### src/rtl/ro_multich_freq_meter_pkg.sv
// Shared definitions for the multi-channel ring-oscillator frequency meter:
// FSM state encoding and the fixed warm-up / settle phase lengths.
`timescale 1ns/1ps
package ro_multich_freq_meter_pkg;

  localparam int unsigned ClearCyc  = 4;
  localparam int unsigned SettleCyc = 4;

  typedef enum logic [2:0] {
    StIdle,
    StClear,
    StGate,
    StSettle,
    StSample,
    StDone
  } meter_state_e;

endpackage

### src/rtl/ro_edge_counter.sv
// Saturating rising-edge counter clocked by the selected oscillator.
// Clear and enable come from clk1-domain flops and are stable while it counts.
`timescale 1ns/1ps
module ro_edge_counter #(
  parameter int unsigned CW = 16
) (
  input  logic          i_clk,
  input  logic          i_clr,
  input  logic          i_en,
  output logic [CW-1:0] o_count
);

  logic [CW-1:0] r_count;

  always_ff @(posedge i_clk or posedge i_clr) begin
    if (i_clr) begin
      r_count <= '0;
    end else if (i_en && (r_count != '1)) begin
      r_count <= r_count + 1'b1;
    end
  end

  assign o_count = r_count;

endmodule

### src/rtl/ro_multich_freq_meter.sv
// Multi-channel RO frequency meter: gated edge counting over WIN_LEN clk1 cycles,
// 2**AVG_LOG2 windows summed per result, single-channel or round-robin scan.
`timescale 1ns/1ps
module ro_multich_freq_meter import ro_multich_freq_meter_pkg::*; #(
  parameter int unsigned NCH      = 4,
  parameter int unsigned CW       = 16,
  parameter int unsigned WIN_LEN  = 10000,
  parameter int unsigned AVG_LOG2 = 3,
  parameter int unsigned CHW      = $clog2(NCH)
) (
  input  logic                   clk1,
  input  logic                   rst_n,
  input  logic [NCH-1:0]         i_osc_in,
  output logic [NCH-1:0]         o_osc_en,
  input  logic                   i_run,
  input  logic                   i_scan_mode,
  input  logic [CHW-1:0]         i_ch_sel,
  output logic                   o_busy,
  output logic                   o_res_valid,
  input  logic                   i_res_ready,
  output logic [CHW-1:0]         o_res_ch,
  output logic [CW+AVG_LOG2-1:0] o_res_sum,
  output logic [CW-1:0]          o_res_avg,
  output logic                   o_res_sat
);

  localparam int unsigned AccW = CW + AVG_LOG2;
  localparam int unsigned IdxW = (AVG_LOG2 > 0) ? AVG_LOG2 : 1;
  localparam int unsigned PhW  = $clog2(WIN_LEN + ClearCyc + SettleCyc);
  localparam logic [IdxW-1:0] LastIdx = IdxW'((1 << AVG_LOG2) - 1);
  localparam logic [CHW-1:0]  LastCh  = CHW'(NCH - 1);
  localparam logic [CW-1:0]   CntMax  = '1;

  function automatic logic [CHW-1:0] map_ch(input logic [CHW-1:0] sel);
    return (32'(sel) >= NCH) ? '0 : sel;
  endfunction

  meter_state_e    r_state, w_state_d;
  logic [PhW-1:0]  r_cyc, w_cyc_d;
  logic [IdxW-1:0] r_idx, w_idx_d;
  logic [AccW-1:0] r_acc, w_acc_d;
  logic            r_sat, w_sat_d;
  logic [CHW-1:0]  r_ch, w_ch_d;
  logic            r_res_valid, w_res_valid_d;
  logic [CHW-1:0]  r_res_ch, w_res_ch_d;
  logic [AccW-1:0] r_res_sum, w_res_sum_d;
  logic            r_res_sat, w_res_sat_d;
  logic            r_gate, r_cnt_clr;
  logic            w_measuring;
  logic            w_osc_clk;
  logic [CW-1:0]   w_count;

  assign w_measuring = r_state inside {StClear, StGate, StSettle, StSample};
  assign w_osc_clk   = i_osc_in[r_ch];

  ro_edge_counter #(
    .CW (CW)
  ) u_edge_counter (
    .i_clk   (w_osc_clk),
    .i_clr   (r_cnt_clr),
    .i_en    (r_gate),
    .o_count (w_count)
  );

  always_comb begin
    w_state_d     = r_state;
    w_cyc_d       = r_cyc + 1'b1;
    w_idx_d       = r_idx;
    w_acc_d       = r_acc;
    w_sat_d       = r_sat;
    w_ch_d        = r_ch;
    w_res_valid_d = r_res_valid;
    w_res_ch_d    = r_res_ch;
    w_res_sum_d   = r_res_sum;
    w_res_sat_d   = r_res_sat;

    if (w_measuring && !i_run) begin
      // Abort: the partial accumulation is discarded.
      w_state_d = StIdle;
      w_cyc_d   = '0;
      w_idx_d   = '0;
      w_acc_d   = '0;
      w_sat_d   = 1'b0;
    end else begin
      unique case (r_state)
        StIdle: begin
          w_cyc_d = '0;
          if (i_run) begin
            w_ch_d    = i_scan_mode ? '0 : map_ch(i_ch_sel);
            w_state_d = StClear;
          end
        end
        StClear: begin
          if (r_cyc == PhW'(ClearCyc - 1)) begin
            w_cyc_d   = '0;
            w_state_d = StGate;
          end
        end
        StGate: begin
          if (r_cyc == PhW'(WIN_LEN - 1)) begin
            w_cyc_d   = '0;
            w_state_d = StSettle;
          end
        end
        StSettle: begin
          if (r_cyc == PhW'(SettleCyc - 1)) begin
            w_cyc_d   = '0;
            w_state_d = StSample;
          end
        end
        StSample: begin
          w_cyc_d = '0;
          w_acc_d = r_acc + AccW'(w_count);
          w_sat_d = r_sat | (w_count == CntMax);
          if (r_idx == LastIdx) begin
            w_state_d     = StDone;
            w_res_valid_d = 1'b1;
            w_res_ch_d    = r_ch;
            w_res_sum_d   = w_acc_d;
            w_res_sat_d   = w_sat_d;
          end else begin
            w_idx_d   = r_idx + 1'b1;
            w_state_d = StClear;
          end
        end
        StDone: begin
          // run is ignored here until the consumer takes the result.
          w_cyc_d = '0;
          if (i_res_ready) begin
            w_res_valid_d = 1'b0;
            w_acc_d       = '0;
            w_idx_d       = '0;
            w_sat_d       = 1'b0;
            if (i_scan_mode) begin
              w_ch_d = (r_ch == LastCh) ? '0 : r_ch + 1'b1;
            end else begin
              w_ch_d = map_ch(i_ch_sel);
            end
            w_state_d = i_run ? StClear : StIdle;
          end
        end
        default: w_state_d = StIdle;
      endcase
    end
  end

  always_ff @(posedge clk1) begin
    if (!rst_n) begin
      r_state     <= StIdle;
      r_cyc       <= '0;
      r_idx       <= '0;
      r_acc       <= '0;
      r_sat       <= 1'b0;
      r_ch        <= '0;
      r_res_valid <= 1'b0;
      r_res_ch    <= '0;
      r_res_sum   <= '0;
      r_res_sat   <= 1'b0;
      r_gate      <= 1'b0;
      r_cnt_clr   <= 1'b1;
    end else begin
      r_state     <= w_state_d;
      r_cyc       <= w_cyc_d;
      r_idx       <= w_idx_d;
      r_acc       <= w_acc_d;
      r_sat       <= w_sat_d;
      r_ch        <= w_ch_d;
      r_res_valid <= w_res_valid_d;
      r_res_ch    <= w_res_ch_d;
      r_res_sum   <= w_res_sum_d;
      r_res_sat   <= w_res_sat_d;
      r_gate      <= (w_state_d == StGate);
      // Counter held clear whenever no window is in progress or warming up.
      r_cnt_clr   <= (w_state_d == StIdle) || (w_state_d == StClear);
    end
  end

  assign o_busy      = (r_state != StIdle);
  assign o_osc_en    = w_measuring ? (NCH'(1) << r_ch) : '0;
  assign o_res_valid = r_res_valid;
  assign o_res_ch    = r_res_ch;
  assign o_res_sum   = r_res_sum;
  assign o_res_avg   = r_res_sum[AccW-1:AVG_LOG2];
  assign o_res_sat   = r_res_sat;

endmodule

### config.mk
export PLATFORM = sky130hd
export DESIGN_NAME = ro_multich_freq_meter
export DESIGN_NICKNAME = d
export VERILOG_FILES = /design/src/rtl/ro_multich_freq_meter_pkg.sv /design/src/rtl/ro_edge_counter.sv /design/src/rtl/ro_multich_freq_meter.sv
export SDC_FILE = /design/constraint.sdc
export NUM_CORES = 1
export LEC_CHECK = 0
export CAP_MARGIN = 20
export CORE_ASPECT_RATIO = 0.5
export CORE_MARGIN = 3
export CORE_UTILIZATION = 57
export DETAILED_ROUTE_END_ITERATION = 10
export GPL_ROUTABILITY_DRIVEN = 0
export GPL_TIMING_DRIVEN = 0
export HOLD_SLACK_MARGIN = 0.1
export PLACE_DENSITY = 0.84
export SKIP_CTS_REPAIR_TIMING = 1
export SLEW_MARGIN = 20
export SYNTH_ARGS = -nofsm -noshare
export SYNTH_HDL_FRONTEND = slang
export SYNTH_HIERARCHICAL = 1
export SYNTH_SLANG_ARGS = --single-unit
### constraint.sdc
create_clock -name clk1 -period 2.52 [get_ports clk1]
set_input_delay 0.756 -clock clk1 [delete_from_list [all_inputs] [get_ports clk1]]
set_output_delay 0.756 -clock clk1 [all_outputs]
set_load 0.03 [all_outputs]
# Yosys cells after proc, flatten, opt, wreduce, memory -nomap -nowiden
# Index checks and enable logic that the tools add are counted.
dict set report op_classes {
  n_addsub 5
  n_bitwise 3
  n_reduce_logical 18
  n_mux 30
  n_lt_le_gt_ge 1
  n_shift 1
  n_eq_ne 17
}
# operator count
set op_table {}
lappend op_table {{14-bit case mux with 3 select lines} 1}
lappend op_table {{19-bit case mux with 2 select lines} 1}
lappend op_table {{14-bit two-way mux} 2}
lappend op_table {{3-bit two-way mux} 9}
lappend op_table {{19-bit by 16-bit adder with 19-bit output} 1}
lappend op_table {{19-bit two-way mux} 1}
lappend op_table {{3-bit case mux with 6 select lines} 1}
lappend op_table {{16-bit by 1-bit adder with 16-bit output (second input constant)} 1}
lappend op_table {{16-bit equality test (second input constant)} 1}
lappend op_table {{16-bit inequality test (second input constant)} 1}
lappend op_table {{14-bit by 1-bit adder with 14-bit output (second input constant)} 1}
lappend op_table {{14-bit equality test (second input constant)} 1}
lappend op_table {{14-bit by 2-bit equality test with 1-bit output (second input constant)} 1}
lappend op_table {{2-bit two-way mux} 5}
lappend op_table {{3-bit by 2-bit equality test with 1-bit output (second input constant)} 3}
lappend op_table {{3-bit equality test (second input constant)} 3}
lappend op_table {{4-bit AND reduction} 2}
lappend op_table {{3-bit by 1-bit equality test with 1-bit output (second input constant)} 2}
lappend op_table {{3-bit zero test} 2}
lappend op_table {{2-bit inequality test (second input constant)} 3}
lappend op_table {{3-bit case mux with 2 select lines} 1}
lappend op_table {{3-bit AND reduction} 2}
lappend op_table {{1-bit two-way mux} 4}
lappend op_table {{4-bit two-way mux} 1}
lappend op_table {{other kinds (20)} 25}
dict set report totals {
  word_cells 88
  output_inout_bits 44
  in_bits 11
  regBits 83
}

# Logic depth before layout (Yosys ltp)
# Gate-level depths: netlist of the first run.
dict set report depth {
  depth_word 6
  depth_mapped 9
  ltp_nobuf 9
}

# Hierarchy
# Netlist of the first run, hierarchy kept.
# module seq_area_each_um2 cells_each area_each_um2 instances
set by_module_without_submodules {}
lappend by_module_without_submodules {ro_multich_freq_meter 1341.3 489 4002.6 1}
lappend by_module_without_submodules {ro_edge_counter 400.4 71 805.8 1}

==> flow_metrics.env, run 1 <==
export IMPL_irDropWorstVdd_mv=0.392
export IMPL_cap_violations=0
export IMPL_syn_inst=560
export IMPL_synth_area_top_cells="dfxtp_1 (28%), dfrtp_1 (8.3%), ha_1 (6.2%)"
export IMPL_finClkSkew_ns=0.00920
export IMPL_wl_per_cell_um=16.6
export IMPL_pwr_share_comb_pct=5.4
export IMPL_cp_slowest_stage_delay_ns=0.46
export IMPL_initial_core_util_pct=62.2
export IMPL_fin_ws_ns=0.0906
export IMPL_die_x_um=136
export IMPL_cts_buffers=9
export IMPL_insertedDiodeCount=0
export IMPL_yosysMostFrequentCell="dfxtp_1"
export IMPL_period_minus_slack_ns=2.43
export IMPL_synth_edff_count=0
export IMPL_yosysSeqAreaShare_pct=36.2
export IMPL_wl_um=12200
export IMPL_first_pass_iters=5
export IMPL_ys_ff_latch=83
export IMPL_p_per_area_nw_per_um2=423
export IMPL_setup_tns_ns=0
export IMPL_crit_arrival_ns=2.64
export IMPL_critPathCaptureType="register"
export IMPL_drive_gt1_share_pct=10.7
export IMPL_finalPower_mw=2.46
export IMPL_synth_mux_area_share_pct=1.77
export IMPL_untimed_endpoints=16
export IMPL_yosys_area_share_simple_pct=27.2
export IMPL_grt_max_degree=17
export IMPL_ys_warn_count=6
export IMPL_dp_cells=721
export IMPL_multi_input_area_um2=2830
export IMPL_syn2layout_area_growth_pct=20.9
export IMPL_drc=0
export IMPL_r2r_slack_ns=0.09
export IMPL_synth_compound_area_share_pct=16.4
export IMPL_crit_path_top_delay_cell="a21oi_1"
export IMPL_num_vias=4459
export IMPL_critical_path_max_fanout=10
export IMPL_max_freq_mhz=412
export IMPL_maxSlewHeadroom_pct=52.3
export IMPL_insertion_delay_ns=0.33
export IMPL_rsz0062_at_grt="true"
export IMPL_clockPowerShare_pct=49.4
export IMPL_grt_pass1_vias=4095
export IMPL_detail_route_iter0_violations=374
export IMPL_startpoint_type="register"
export IMPL_power_frac_seq_pct=45.2
export IMPL_antenna_left=0
export IMPL_crit_path_end="o_res_sum[13]$_SDFFE_PN0P_"
export IMPL_synth_top_area_share_pct=27.9
export IMPL_critical_path_class="reg -> reg"
export IMPL_grt_antenna_before_repair=0
export IMPL_synth_top_family_by_area="simple AND/OR/NAND/NOR gates"
export IMPL_synthAdderAreaFrac_pct=6.66
export IMPL_synth_distinct_cells=73
export IMPL_yosys_area_top_type="dfxtp_1"
export IMPL_p_sw_mw=0.549
export IMPL_ys_top_cells_by_count="dfxtp_1 (67), nor2_1 (53), nand2_1 (52)"
export IMPL_die_y_um=70.9
export IMPL_p_int_mw=1.91
export IMPL_hold_path_class="reg -> reg"
export IMPL_cts_root_buffer="clkbuf_16"
export IMPL_htreeDepth=3
export IMPL_maxSlewViolCount=0
export IMPL_startpoint="r_acc[7]$_SDFFE_PP0P_"
export IMPL_timing_rr_end="o_res_sum[13]$_SDFFE_PN0P_"
export IMPL_rows=22
export IMPL_status="finished, final reports clean"
export IMPL_worstPathRequired_ns=2.73
export IMPL_dp_slack_ns=-0.149
export IMPL_synth_area_um2=4810
export IMPL_reg2reg_depth=7
export IMPL_port_buffers=53
export IMPL_finalNonFillerCells=736
export IMPL_seq_area_um2=1740
export IMPL_r2r_start="r_acc[7]$_SDFFE_PP0P_"
export IMPL_min_period_over_period_pct=96.4
export IMPL_hpwlAfterDp_um=9040
export IMPL_grt_usage_pct=25.6
export IMPL_async_reset_ff_share_pct=19.3
export IMPL_grt_pass1_wl_um=19800
export IMPL_fill_cells=557
export IMPL_syn_num_nets=596
export IMPL_path_clk_slew_ns=0.06
export IMPL_routed_via_density=6.06
export IMPL_cts_max_path_buffers=2
export IMPL_setup_viol=0
export IMPL_dieArea_um2=9640
export IMPL_synth_xor_area_share_pct=5.83
export IMPL_synth_main_ff_cell="dfxtp_1"
export IMPL_worstPathCellList="ha_1 -> clkbuf_1 -> nand2_1 -> or2_2 -> a21oi_1 -> mux2i_1 -> a311o_1"
export IMPL_boundaryPins=55
export IMPL_p_leak_nw=2.34
export IMPL_globalRouteOverflowTotal=0
export IMPL_nets=660
export IMPL_unclocked_regs=16
export IMPL_hold_violations=0
export IMPL_coreArea_um2=7730
export IMPL_cts_tree="done"
export IMPL_syn_mean_instance_area_um2=8.59
export IMPL_worst_slew_pin_slew_ns=0.709
export IMPL_swShare_pct=22.4
## worst min path at each step
stage	startpoint	end	slack (ns)	depth (start not counted)
after CTS	r_cyc[0]$_SDFF_PP0_	r_cyc[0]$_SDFF_PP0_	0.45	1
after floorplan	r_cyc[0]$_SDFF_PP0_	r_cyc[0]$_SDFF_PP0_	0.41	1
final	r_cyc[0]$_SDFF_PP0_	r_cyc[0]$_SDFF_PP0_	0.44	1
after detailed placement	r_cyc[0]$_SDFF_PP0_	r_cyc[0]$_SDFF_PP0_	0.44	1
after global routing	r_cyc[0]$_SDFF_PP0_	r_cyc[0]$_SDFF_PP0_	0.46	1
after global placement	r_cyc[0]$_SDFF_PP0_	r_cyc[0]$_SDFF_PP0_	0.43	1
## kinds of logic after synthesis
group	count (synthesis)
simple gates	242
compound gates	118
flops	83
buf+inv	53
xor+xnor	32
fa+ha+maj	25
mux	7
## per-stage QoR
| stage | cell area (um^2) | hold slack, ns | utilization [%] |
|---|---|---|---|
| after floorplan | 4810 | 0.413 | - |
| after global placement | 5470 | 0.429 | 70.8 |
| after detailed placement | 5470 | 0.438 | 70.8 |
| final | 5810 | 0.445 | 75.1 |
| after global routing | 5810 | 0.463 | 75.1 |
| after CTS | 5760 | 0.447 | 74.4 |
## power by group through the flow
stage          combinational (mW)  sequential [mW]  clock, mW
2_1_floorplan              0.0818             1.13          0
3_3_place_gp                0.130             1.13          0
3_5_place_dp                0.133             1.13          0
4_1_cts                     0.133             1.11       1.22
5_1_grt                     0.144             1.11       1.27
6_report                    0.132             1.11       1.21
## placed cells by master (no fill, tap or decap), types with 18 or more instances in the layout
cell type        instances
nor2_1                  53
o21ai_0                 25
buf_4                   18
nand4_1                 21
nand3_1                 29
a21oi_1                 29
clkdlybuf4s50_1         48
ha_1                    24
nand2_1                 52
xnor2_1                 28
dfxtp_1                 67
## final cells by class
class	count	area share (%)
sequential	83	30.0
clock inverter	5	0.947
buffer	37	3.83
inverter	16	1.03
clock buffer	10	3.94
tap	108	2.33
timing repair buffer	53	9.34
multi-input combinational	424	48.6
## metal layers
metal | vias up | share of wire [%] | track usage [%] | routed length [um]
met5 | - | 0 | 0 | 0
met4 | 0 | 1.9 | 7.37 | 237
met3 | 28 | 7.3 | 7.46 | 886
met2 | 146 | 45 | 40.9 | 5440
met1 | 2141 | 46 | 34.2 | 5620
li1 | 2144 | - | - | -
## worst max-delay path, delay by kind of cell, from the launching register on
family / cells / cell delay, ns
and+or+nand+nor: 2 / 0.46
muxes: 1 / 0.15
adders and majority gates: 1 / 0.27
DFF: 1 / 0.31
buffers and inverters: 1 / 0.33
AOI/OAI and AO/OA: 2 / 0.80
## state kept, by name, indices dropped and copies added, names as in the netlist
| register | cells |
|---|---|
| r_sat | 1 |
| r_gate | 1 |
| o_res_valid | 1 |
| r_cyc | 14 |
| r_idx | 3 |
| o_res_sat | 1 |
| r_acc | 19 |
| r_ch | 2 |
| u_edge_counter/o_count | 16 |
| r_cnt_clr | 1 |
| o_res_sum | 19 |
| r_state | 3 |
| o_res_ch | 2 |
Power figures use the tool's default switching activity.
==> run 2: changes to the inputs <==
- HOLD_SLACK_MARGIN: 0.1 -> 0.08
==> results of run 2 <==
No change in the layout: final DEF, timing and power equal those of run 1.
